===== config.mk =====
export PLATFORM = sky130hd
export DESIGN_NAME = alu_exec_unit
export DESIGN_NICKNAME = d
export VERILOG_FILES = /design/src/rtl/alu_pkg.sv /design/src/rtl/alu_op_decode.sv /design/src/rtl/alu_exec_unit.sv
export SDC_FILE = /design/constraint.sdc
export NUM_CORES = 1
export LEC_CHECK = 0
export CAP_MARGIN = 20
export CELL_PAD_IN_SITES_DETAIL_PLACEMENT = 1
export CELL_PAD_IN_SITES_GLOBAL_PLACEMENT = 1
export CORE_MARGIN = 2
export CORE_UTILIZATION = 40
export DETAILED_ROUTE_END_ITERATION = 8
export GPL_ROUTABILITY_DRIVEN = 0
export PLACE_DENSITY = 0.84
export SLEW_MARGIN = 25
export SYNTH_ARGS = -nofsm -noshare
export SYNTH_HDL_FRONTEND = slang
export SYNTH_SLANG_ARGS = --single-unit

===== constraint.sdc =====
create_clock -name clk -period 2.44 [get_ports clk]
set_input_delay 0.488 -clock clk [delete_from_list [all_inputs] [get_ports clk]]
set_output_delay 0.488 -clock clk [all_outputs]
set_load 0.02 [all_outputs]

===== src/rtl/alu_pkg.sv =====
// Shared encodings for the ALU execution unit: ALU op codes, alu_op classes,
// FSM state enum and a helper to classify shift operations.
package alu_pkg;

  typedef enum logic [3:0] {
    OP_ADD  = 4'b0000,
    OP_SUB  = 4'b0001,
    OP_SLL  = 4'b0010,
    OP_OR   = 4'b0011,
    OP_AND  = 4'b0100,
    OP_XOR  = 4'b0101,
    OP_SRL  = 4'b0110,
    OP_SRA  = 4'b0111,
    OP_SLT  = 4'b1010,
    OP_SLTU = 4'b1011
  } alu_op_e;

  localparam logic [1:0] ALUOP_LDST   = 2'b00;
  localparam logic [1:0] ALUOP_BRANCH = 2'b01;
  localparam logic [1:0] ALUOP_RTYPE  = 2'b10;
  localparam logic [1:0] ALUOP_ITYPE  = 2'b11;

  typedef enum logic [1:0] {
    ST_IDLE  = 2'b00,
    ST_SHIFT = 2'b01,
    ST_DONE  = 2'b10
  } alu_state_e;

  function automatic logic is_shift(input alu_op_e op);
    return (op == OP_SLL) || (op == OP_SRL) || (op == OP_SRA);
  endfunction

endpackage


===== src/rtl/alu_op_decode.sv =====
// Combinational decode of alu_op/funct3/funct7 into the internal ALU op code.
module alu_op_decode
  import alu_pkg::*;
(
  input  logic [1:0] alu_op_i,
  input  logic [2:0] funct3_i,
  input  logic       funct7_i,
  output alu_op_e    op_o
);

  always_comb begin
    op_o = OP_ADD;
    case (alu_op_i)
      ALUOP_LDST: op_o = OP_ADD;
      ALUOP_BRANCH: begin
        case (funct3_i)
          3'b000, 3'b001: op_o = OP_SUB;
          3'b100, 3'b101: op_o = OP_SLT;
          3'b110, 3'b111: op_o = OP_SLTU;
          default:        op_o = OP_ADD;
        endcase
      end
      default: begin
        case (funct3_i)
          // Immediate forms have no SUB: funct7 only selects SUB for R-type.
          3'b000:  op_o = (alu_op_i == ALUOP_RTYPE && funct7_i) ? OP_SUB : OP_ADD;
          3'b001:  op_o = OP_SLL;
          3'b010:  op_o = OP_SLT;
          3'b011:  op_o = OP_SLTU;
          3'b100:  op_o = OP_XOR;
          3'b101:  op_o = funct7_i ? OP_SRA : OP_SRL;
          3'b110:  op_o = OP_OR;
          default: op_o = OP_AND;
        endcase
      end
    endcase
  end

endmodule


===== src/rtl/alu_exec_unit.sv =====
// Single-issue ALU execution unit with optional bit-serial shifter.
// Handshake: a transfer occurs on a rising edge where valid & ready are both high; valid holds its payload until then.
module alu_exec_unit
  import alu_pkg::*;
#(
  parameter int XLEN         = 32,
  parameter int SERIAL_SHIFT = 1
) (
  input  logic            clk,
  input  logic            rst_n,
  input  logic            flush,
  input  logic            in_valid,
  output logic            in_ready,
  input  logic [1:0]      alu_op,
  input  logic [2:0]      funct3,
  input  logic            funct7,
  input  logic [XLEN-1:0] op_a,
  input  logic [XLEN-1:0] op_b,
  output logic            out_valid,
  input  logic            out_ready,
  output logic [XLEN-1:0] result,
  output logic            zero,
  output alu_state_e      dbg_state_o
);

  localparam int SHW = $clog2(XLEN);

  alu_state_e      state_q, state_d;
  alu_op_e         op_q, op_d;
  logic [XLEN-1:0] result_q, result_d;
  logic [SHW-1:0]  cnt_q, cnt_d;

  alu_op_e         dec_op;
  logic [SHW-1:0]  shamt;
  logic [XLEN-1:0] alu_res;
  logic [XLEN-1:0] step_res;
  logic            accept;

  alu_op_decode u_decode (
    .alu_op_i (alu_op),
    .funct3_i (funct3),
    .funct7_i (funct7),
    .op_o     (dec_op)
  );

  assign shamt       = op_b[SHW-1:0];
  assign in_ready    = (state_q == ST_IDLE) && !flush;
  assign accept      = in_valid && in_ready;
  assign out_valid   = (state_q == ST_DONE);
  assign result      = result_q;
  assign zero        = out_valid && (result_q == '0);
  assign dbg_state_o = state_q;

  always_comb begin
    alu_res = '0;
    case (dec_op)
      OP_ADD:  alu_res = op_a + op_b;
      OP_SUB:  alu_res = op_a - op_b;
      OP_SLL:  alu_res = op_a << shamt;
      OP_OR:   alu_res = op_a | op_b;
      OP_AND:  alu_res = op_a & op_b;
      OP_XOR:  alu_res = op_a ^ op_b;
      OP_SRL:  alu_res = op_a >> shamt;
      OP_SRA:  alu_res = $unsigned($signed(op_a) >>> shamt);
      OP_SLT:  alu_res = {{(XLEN-1){1'b0}}, ($signed(op_a) < $signed(op_b))};
      OP_SLTU: alu_res = {{(XLEN-1){1'b0}}, (op_a < op_b)};
      default: alu_res = '0;
    endcase
  end

  // One serial step of the shift held in result_q; SRA re-copies the sign bit.
  always_comb begin
    step_res = result_q;
    case (op_q)
      OP_SLL:  step_res = {result_q[XLEN-2:0], 1'b0};
      OP_SRL:  step_res = {1'b0, result_q[XLEN-1:1]};
      OP_SRA:  step_res = {result_q[XLEN-1], result_q[XLEN-1:1]};
      default: step_res = result_q;
    endcase
  end

  always_comb begin
    state_d  = state_q;
    op_d     = op_q;
    result_d = result_q;
    cnt_d    = cnt_q;
    if (flush) begin
      state_d = ST_IDLE;
      cnt_d   = '0;
    end else begin
      case (state_q)
        ST_IDLE: begin
          if (accept) begin
            op_d = dec_op;
            if (SERIAL_SHIFT != 0 && is_shift(dec_op) && shamt != '0) begin
              state_d  = ST_SHIFT;
              result_d = op_a;
              cnt_d    = shamt;
            end else begin
              state_d  = ST_DONE;
              result_d = alu_res;
            end
          end
        end
        ST_SHIFT: begin
          result_d = step_res;
          cnt_d    = cnt_q - SHW'(1);
          if (cnt_q == SHW'(1)) state_d = ST_DONE;
        end
        ST_DONE: begin
          if (out_ready) state_d = ST_IDLE;
        end
        default: state_d = ST_IDLE;
      endcase
    end
  end

  always_ff @(posedge clk or negedge rst_n) begin
    if (!rst_n) begin
      state_q  <= ST_IDLE;
      op_q     <= OP_ADD;
      result_q <= '0;
      cnt_q    <= '0;
    end else begin
      state_q  <= state_d;
      op_q     <= op_d;
      result_q <= result_d;
      cnt_q    <= cnt_d;
    end
  end

endmodule


==> results of run 1 <==
-- cells by family after synthesis --
| logic type | share of synthesized area |
|---|---|
| compound gates | 0.340 |
| simple gates | 0.217 |
| buf+inv | 0.0836 |
| mux | 0.133 |
| fa+ha+maj | 0.113 |
| flops | 0.0924 |
| xor+xnor | 0.0203 |
-- what timing repair did --
item / in CTS
gates resized for setup: 617
setup endpoints to repair: 40
buffers inserted: 85
pin swaps: 156
gates cloned: 6
-- layer usage --
metal | overflow | global-route usage
met1 | 6 | 0.810
met2 | 245 | 0.987
met3 | 4 | 0.671
met4 | 148 | 0.922
met5 | 0 | 0.407
-- synth_stat cells, types with 26 or more instances --
cell | n | area share
a22oi_1 | 31 | 0.020
xnor2_1 | 26 | 0.020
nor2_1 | 218 | 0.070
a31oi_1 | 30 | 0.016
mux2i_1 | 70 | 0.060
nand2_1 | 186 | 0.060
buf_2 | 28 | 0.012
a21oi_1 | 187 | 0.080
ha_1 | 102 | 0.11
dfrtp_1 | 43 | 0.092
mux4_2 | 35 | 0.068
clkbuf_1 | 93 | 0.030
nor3_1 | 51 | 0.022
inv_1 | 100 | 0.032
o21ai_0 | 139 | 0.060
nand3_1 | 28 | 0.012
-- per-stage QoR --
step            util  setup TNS, ns  area, sq um  hold slack (ns)  worst slack (ns)
2_1_floorplan      -         -12.59        12000            0.192            -0.862
3_3_place_gp   0.589         -39.69        16900            0.422             -1.43
3_5_place_dp   0.589         -49.44        16900            0.439             -1.72
4_1_cts        0.691         -14.07        19800            0.119            -0.818
==> flow_summary_export.csv, run 1 <==
group,metric,value,unit
run_status,status,"aborted with a tool error",
run_status,haltStage,"global routing",
run_status,error,"[ERROR GRT-0116] Global routing finished with congestion. Check the congestion regions in the DRC Viewer.",
global_route,grt_pass1_vias,25215,
global_route,grt_max_degree,82,
floorplan,die_x,175,um
synth,synth_edf_count,0,
floorplan,die-height,175,um
synth,synthCells,1725,
clocking,htreeDepth,2,
clocking,cts-hold-fix-buffers,0,
synth,ys_types,85,
synth,syn_avg_cell_area,6.75,sq um
synth,syn_area,0.0116,sq mm
clocking,cts_made_buffers,5,
global_route,grt_pass1_wl,188,mm
synth,synth_flop_cell,"dfrtp_1",
synth,ys_async_sr_fraction,1.00,
clocking,root_buffer,"clkbuf_16",
placement,io_buffers,111,
placement,dp.cells,2604,
global_route,overflow,403,
global_route,grt_usage,0.833,
floorplan,rows,62,
placement,hpwl,62.7,mm
synth,ys_seq_area_frac,0.0924,
floorplan,io_pins,112,
synth,syn_nets,1904,
synth,yosysWarningCount,0,
synth,synth_seq_cells,43,
clocking,clock_sinks,43,
clocking,clockBufferDepth,2,
floorplan,floorplan.initialDensity,0.406,
==> run 2, diff against run 1 <==
--- a/config.mk
+++ b/config.mk
@@ -6,13 +6,11 @@
 export NUM_CORES = 1
 export LEC_CHECK = 0
 export CAP_MARGIN = 20
-export CELL_PAD_IN_SITES_DETAIL_PLACEMENT = 1
-export CELL_PAD_IN_SITES_GLOBAL_PLACEMENT = 1
 export CORE_MARGIN = 2
-export CORE_UTILIZATION = 40
+export CORE_UTILIZATION = 25
 export DETAILED_ROUTE_END_ITERATION = 8
 export GPL_ROUTABILITY_DRIVEN = 0
-export PLACE_DENSITY = 0.84
+export PLACE_DENSITY_LB_ADDON = 0.15
 export SLEW_MARGIN = 25
 export SYNTH_ARGS = -nofsm -noshare
 export SYNTH_HDL_FRONTEND = slang
==> run 2 against run 1 <==
Effect of this change:
- the flow now finishes, with violations (setup timing)
- area after synthesis unchanged
- synthesized cell count unchanged
==> flow_summary_export.csv, run 2 <==
group,metric,value,unit
detailed_routing,firstDrtPassIters,6,
detailed_routing,viasPerCell,5.67,
clocking,cts_tree,"built",
floorplan,floorplan.initialDensity,0.252,
floorplan,die_area,0.0483,sq mm
timing,finalClockSkew,0.0108,ns
synth,netlist_top_cells_area,"ha_1 (11%), dfrtp_1 (9.2%), a21oi_1 (8.0%), nor2_1 (7.0%), mux4_2 (6.8%)",
timing,min_period,3.15,ns
setup_path,end_kind,"flip-flop",
cells_and_area,layout_commonest_cell,"buf_4",
setup_path,critPathLaunchType,"input pin",
global_route,grt_pass1_vias,16032,
synth,post_synth_xor_area_fraction,0.0203,
timing,period_share,1.29,
global_route,grt_pass1_wl,103,mm
cells_and_area,nets,2549,
clocking,clock_sinks,43,
timing,slew_violations,0,
power_and_ir_drop,powerDensity,371,mW/mm^2
detailed_routing,ant_nets,0,
synth,synth.top_cell.area_share,0.110,
power_and_ir_drop,p_seq_frac,0.133,
power_and_ir_drop,clkPwrFrac,0.097,
setup_path,critPathMaxFanout,3,
synth,syn_nets,1904,
synth,synth_compound_area_frac,0.340,
power_and_ir_drop,combPwrFrac,0.769,
clocking,clk_latency,0.30,ns
timing,relSlewSlack,0.468,
clocking,cts_made_buffers,5,
setup_path,crit_chain,"buf_12 -> ha_4 -> fa_2 -> a21oi_4 -> o21bai_4 -> a2111o_1 -> a311o_1 -> buf_4 -> nand3_4 -> buf_6 -> o211ai_1 -> a31oi_1 -> buf_4 -> nand4b_1 -> a31oi_1",
synth,synth_top_area_cell,"ha_1",
synth,synthCells,1725,
power_and_ir_drop,leakage,9.05,nW
detailed_routing,wl,70.7,mm
cells_and_area,areaGrowthSynthToFinish,76.9,%
timing,worst_pin_slew,0.790,ns
synth,synth_seq_cells,43,
global_route,overflow,0,
synth,synth-simple-area-share,0.217,
clocking,root_buffer,"clkbuf_16",
detailed_routing,wl_per_cell,23.7,um
global_route,grt_antenna_before_repair,2,
global_route,grt_max_degree,82,
setup_path,crit_start,"op_b[0]",
detailed_routing,drt_iter0_markers,2102,
synth,synth_flop_cell,"dfrtp_1",
min_path,hold_path.class,"in -> async",
timing,setup-tns-final,-14.65,ns
timing,rsz0062_at_grt,"yes",
floorplan,die_x,220,um
cells_and_area,most-common-layout-cells,"buf_4 (589), nor2_1 (197), nand2_1 (175), a21oi_1 (146), o21ai_0 (77)",
clocking,path_clk_slew,0.07,ns
timing,hold_viol_final,0,
timing,layout_setup_ws,-0.711,ns
cells_and_area,largest_register_ff_count,32,
power_and_ir_drop,irDropWorstVdd,0.000318,V
clocking,clockBufferDepth,2,
synth,yosysWarningCount,0,
floorplan,io_pins,112,
detailed_routing,drcViolationCount,0,
floorplan,die-height,220,um
cells_and_area,drive_above_1_share,0.452,
setup_path,r2r_setup_slack,0.10,ns
power_and_ir_drop,swShare,0.470,
synth,syn_avg_cell_area,6.75,sq um
setup_path,slowest_stage,"a311o_1",
floorplan,rows,79,
setup_path,crit_path_end,"result[30]",
synth,synthMuxAreaShare,0.133,
synth,yosys-top-cells-count,"nor2_1 (218), a21oi_1 (187), nand2_1 (186)",
setup_path,setup.worst_path.class,"in -> reg",
placement,io_buffers,111,
synth,ys_async_sr_fraction,1.00,
setup_path,cp.required,2.66,ns
detailed_routing,via_count,16871,
synth,syn_area,0.0116,sq mm
run_status,violations,"setup timing",
run_status,status,"finished with violations",
synth,synth_edf_count,0,
cells_and_area,num_antenna_cells,0,
setup_path,r2r_cells,9,
synth,synthAdderAreaFrac,0.113,
synth,synth_top_family_by_area,"compound AO/OA/AOI/OAI gates",
power_and_ir_drop,p_int,4.05,mW
global_route,grt_usage,0.284,
synth,yosysMostFrequentCell,"nor2_1",
synth,ys_types,85,
job,cap_violations,0,
setup_path,rr_startpoint,"dbg_state_o[1]",
power_and_ir_drop,power_switching,3.60,mW
synth,ys_seq_area_frac,0.0924,
setup_path,crit_path_max_incr_delay,0.45,ns
placement,hpwl,54.8,mm
setup_path,reg2reg_to,"result[30]",
cells_and_area,nFillCells,4645,
cells_and_area,final_util,0.445,
timing,fmax,317,MHz
clocking,htreeDepth,2,
timing,finalSetupViolations,37,
setup_path,arrival,3.37,ns
floorplan,coreArea,0.0463,sq mm
## run 2: routing by layer
metal / vias up / share of wire / GRT usage
li1: 7638 / - / -
met1: 8165 / 0.43 / 0.391
met2: 882 / 0.44 / 0.444
met3: 186 / 0.084 / 0.0349
met4: 0 / 0.054 / 0.120
met5: - / 0 / 0
## run 2: critical path: cells and delay by family
family / cells / cell delay, ns
AOI/OAI and AO/OA: 7 / 1.72
adders and majority gates: 2 / 0.52
buffers and inverters: 4 / 0.51
and+or+nand+nor: 2 / 0.13
## run 2: layout make-up
cell class,count,area [sq um],area share
sequential,43,1080,0.0522
inverter,104,444,0.0216
clock inverter,1,7.51,0.000365
multi-input combinational,1435,11500,0.557
clock buffer,7,153,0.00741
timing repair buffer,781,6690,0.325
tap,607,759,0.0369
## run 2: through the flow
stage / cells / total power [mW] / worst slack [ns] / cell area, sq um / hold slack [ns]
after CTS: 2940 / 7.17 / -0.672 / 19500 / 0.307
after detailed placement: 2876 / 5.95 / -1.58 / 17600 / 0.482
final: 2978 / 7.65 / -0.711 / 20600 / 0.283
after global routing: 2978 / 8.01 / -0.841 / 20600 / 0.337
after floorplan: 1725 / 3.32 / -0.862 / 12000 / 0.192
after global placement: 2876 / 5.94 / -1.56 / 17600 / 0.459
## run 2: how the worst min path moves through the flow
stage / start / endpoint / slack [ns] / cells after the start
2_1_floorplan: rst_n / cnt_q[0] / 0.19 / 0
3_3_place_gp: op_q[3] / op_q[3] / 0.46 / 2
3_5_place_dp: op_q[1] / op_q[1] / 0.48 / 2
4_1_cts: rst_n / result[4] / 0.31 / 2
5_1_grt: rst_n / result[4] / 0.34 / 2
6_report: rst_n / result[4] / 0.28 / 2
## run 2: logic make-up (layout without fill, tap and decap cells)
| group | count (synthesis) | in the layout |
|---|---|---|
| adder cells (fa/ha/maj) | 104 | 104 |
| AO/OA/AOI/OAI | 618 | 618 |
| AND/OR/NAND/NOR | 576 | 576 |
| buffers and inverters | 247 | 893 |
| multiplexers | 110 | 110 |
| flip-flops | 43 | 43 |
| XOR/XNOR | 27 | 27 |
## run 2: timing repair
item,CTS,global route
endpoints found under the setup margin,40,38
gates resized for setup,425,216
setup buffers,64,52
hold buffers,0,0
cloned,4,1
pin swaps,127,118
hold endpoints to repair,0,0
## run 2: power by group through the flow
stage | Combinational (mW) | Clock, mW | Sequential (mW)
final | 5.88 | 0.745 | 1.02
after global routing | 6.20 | 0.777 | 1.03
after CTS | 5.41 | 0.754 | 1.01
after detailed placement | 4.93 | 0 | 1.02
after global placement | 4.92 | 0 | 1.02
after floorplan | 2.11 | 0 | 1.21
No activity file was read; power rests on OpenSTA's default activity.
==> run 3, diff against run 2 <==
--- a/config.mk
+++ b/config.mk
@@ -6,11 +6,12 @@
 export NUM_CORES = 1
 export LEC_CHECK = 0
 export CAP_MARGIN = 20
-export CORE_MARGIN = 2
+export CORE_MARGIN = 3
 export CORE_UTILIZATION = 25
 export DETAILED_ROUTE_END_ITERATION = 8
 export GPL_ROUTABILITY_DRIVEN = 0
 export PLACE_DENSITY_LB_ADDON = 0.15
+export SETUP_SLACK_MARGIN = 0.5
 export SLEW_MARGIN = 25
 export SYNTH_ARGS = -nofsm -noshare
 export SYNTH_HDL_FRONTEND = slang
==> run 3 against run 2 <==
Effect of this change:
- the flow still finishes with violations (setup timing)
- die area grew 1.8%
- count of clock-buffer cells in the layout shrank 1
- clock skew shrank 0.0064 ns
- power shrank 0.15%
- worst hold slack gained 0.0051 ns
- flip-flop and latch count is the same
- critical path type unchanged
- sequential share of layout area is essentially flat
- register-to-register slack lost 0.07 ns
- largest power group unchanged
==> flow_summary_export.csv, run 3 (synthesis results as in run 2) <==
group,metric,value,unit
run_status,status,"finished with violations",
run_status,violations,"setup timing",
timing,period_share,1.29,
global_route,grt_max_degree,82,
setup_path,r2r_setup_slack,0.03,ns
timing,finalSetupViolations,38,
floorplan,coreArea,0.0457,sq mm
floorplan,rows,78,
detailed_routing,viasPerCell,5.69,
job,cap_violations,0,
timing,relSlewSlack,0.548,
placement,hpwl,54.2,mm
detailed_routing,wl_per_cell,23.8,um
detailed_routing,drt_iter0_markers,2003,
cells_and_area,largest_register_ff_count,32,
detailed_routing,firstDrtPassIters,7,
clocking,htreeDepth,2,
clocking,cts-hold-fix-buffers,0,
global_route,overflow,0,
power_and_ir_drop,powerDensity,370,mW/mm^2
timing,rsz0062_at_grt,"yes",
power_and_ir_drop,irDropWorstVdd,0.000432,V
cells_and_area,multi_input_area,0.0116,sq mm
timing,worst_pin_slew,0.672,ns
setup_path,arrival,3.33,ns
detailed_routing,via_count,16798,
setup_path,reg2reg_to,"result[20]",
clocking,cts_made_buffers,5,
timing,slew_violations,0,
global_route,grt_pass1_wl,102,mm
global_route,grt_pass1_vias,15985,
clocking,root_buffer,"clkbuf_16",
floorplan,die-height,222,um
clocking,clockBufferDepth,2,
setup_path,critPathLaunchType,"input pin",
detailed_routing,wl,70.2,mm
cells_and_area,num_antenna_cells,0,
timing,layout_setup_ws,-0.715,ns
floorplan,die_area,0.0492,sq mm
setup_path,crit_chain,"buf_8 -> inv_4 -> ha_4 -> inv_2 -> fa_2 -> nor2b_4 -> o211ai_2 -> a2111o_1 -> a2111oi_4 -> o31a_1 -> o211ai_2 -> a21o_1 -> mux2_4 -> a21oi_2 -> a21oi_2",
floorplan,die_x,222,um
cells_and_area,final-seq-area,0.00108,sq mm
setup_path,critPathMaxFanout,3,
timing,setup-tns-final,-15.94,ns
cells_and_area,nFillCells,4610,
floorplan,io_pins,112,
setup_path,end_kind,"flip-flop",
cells_and_area,final_util,0.451,
cells_and_area,drive_above_1_share,0.455,
cells_and_area,nets,2531,
timing,hold_viol_final,0,
cells_and_area,layout_commonest_cell,"buf_4",
clocking,clock_sinks,43,
cells_and_area,most-common-layout-cells,"buf_4 (566), nor2_1 (195), nand2_1 (177), a21oi_1 (145), o21ai_0 (83)",
min_path,hold_path.class,"in -> async",
setup_path,r2r_cells,9,
setup_path,rr_startpoint,"dbg_state_o[1]",
detailed_routing,drcViolationCount,0,
clocking,clk_latency,0.29,ns
setup_path,setup.worst_path.class,"in -> reg",
detailed_routing,ant_nets,0,
power_and_ir_drop,leakage,9.15,nW
setup_path,cp.required,2.62,ns
global_route,grt_usage,0.267,
timing,finalClockSkew,0.00442,ns
setup_path,crit_path_max_incr_delay,0.46,ns
timing,fmax,317,MHz
setup_path,slowest_stage,"a2111o_1",
cells_and_area,areaGrowthSynthToFinish,77.1,%
placement,io_buffers,111,
global_route,grt_antenna_before_repair,1,
clocking,cts_tree,"built",
timing,min_period,3.15,ns
floorplan,floorplan.initialDensity,0.255,
clocking,path_clk_slew,0.07,ns
-- run 3: changes by cell type in the layout (fill, tap and decap cells not counted), moves of 6 or more --
| cell | delta |
|---|---|
| o21ai_0 | +6 |
| inv_2 | +6 |
| dlygate4sd2_1 | +9 |
| clkdlybuf4s50_1 | -18 |
| nor4_1 | -6 |
| dlymetal6s2s_1 | +10 |
| mux2i_1 | -7 |
| buf_4 | -23 |
-- run 3: timing repair --
action                                  CTS  global route
resized for setup                       460           187
setup buffers                            59            33
cloned                                    4             1
pin swaps                               146           121
endpoints found under the setup margin   49            49
-- run 3: power breakdown --
group	switching [mW]	internal [mW]	total, mW
clock	0.303	0.401	0.704
combinational	3.15	2.75	5.91
sequential	0.155	0.871	1.03
total	3.61	4.02	7.64
-- run 3: final cells by class --
class	instances	share of cell area
sequential	43	0.0522
clock buffer	6	0.00674
clock inverter	1	0.000243
inverter	104	0.0209
multi-input combinational	1435	0.564
tap	600	0.0364
timing repair buffer	763	0.320
-- run 3: critical path: cells and delay by family --
kind,cells,cell delay [ns]
mux,1,0.32
buf+inv,3,0.18
fa+ha+maj,2,0.35
simple gates,1,0.15
compound gates,8,1.82
-- run 3: worst max path at each step --
stage	startpoint	end	slack, ns
final	op_a[0]	result[28]	-0.71
after global routing	op_a[0]	result[26]	-0.81
after CTS	op_b[0]	result[18]	-0.73
after detailed placement	op_a[0]	result[28]	-1.57
after global placement	op_a[0]	result[28]	-1.56
after floorplan	op_b[3]	result[28]	-0.86
-- run 3: per-stage QoR --
stage	hold slack, ns	cells	setup WS, ns	instance area, sq um	total power [mW]
after floorplan	0.192	1725	-0.862	12100	3.35
after global placement	0.464	2848	-1.56	17500	5.92
after detailed placement	0.480	2848	-1.57	17500	5.94
after CTS	0.314	2918	-0.732	19500	7.15
after global routing	0.333	2952	-0.814	20600	8.01
final	0.288	2952	-0.715	20600	7.64
-- run 3: per-layer routing --
layer / GRT usage / part of all wire / up-vias / wire length (um)
met3: 0.0416 / 0.086 / 172 / 6060
met5: 0 / 0.00021 / - / 15
met2: 0.419 / 0.44 / 862 / 31000
met4: 0.103 / 0.045 / 2 / 3130
met1: 0.370 / 0.43 / 8168 / 30000
li1: - / - / 7594 / -
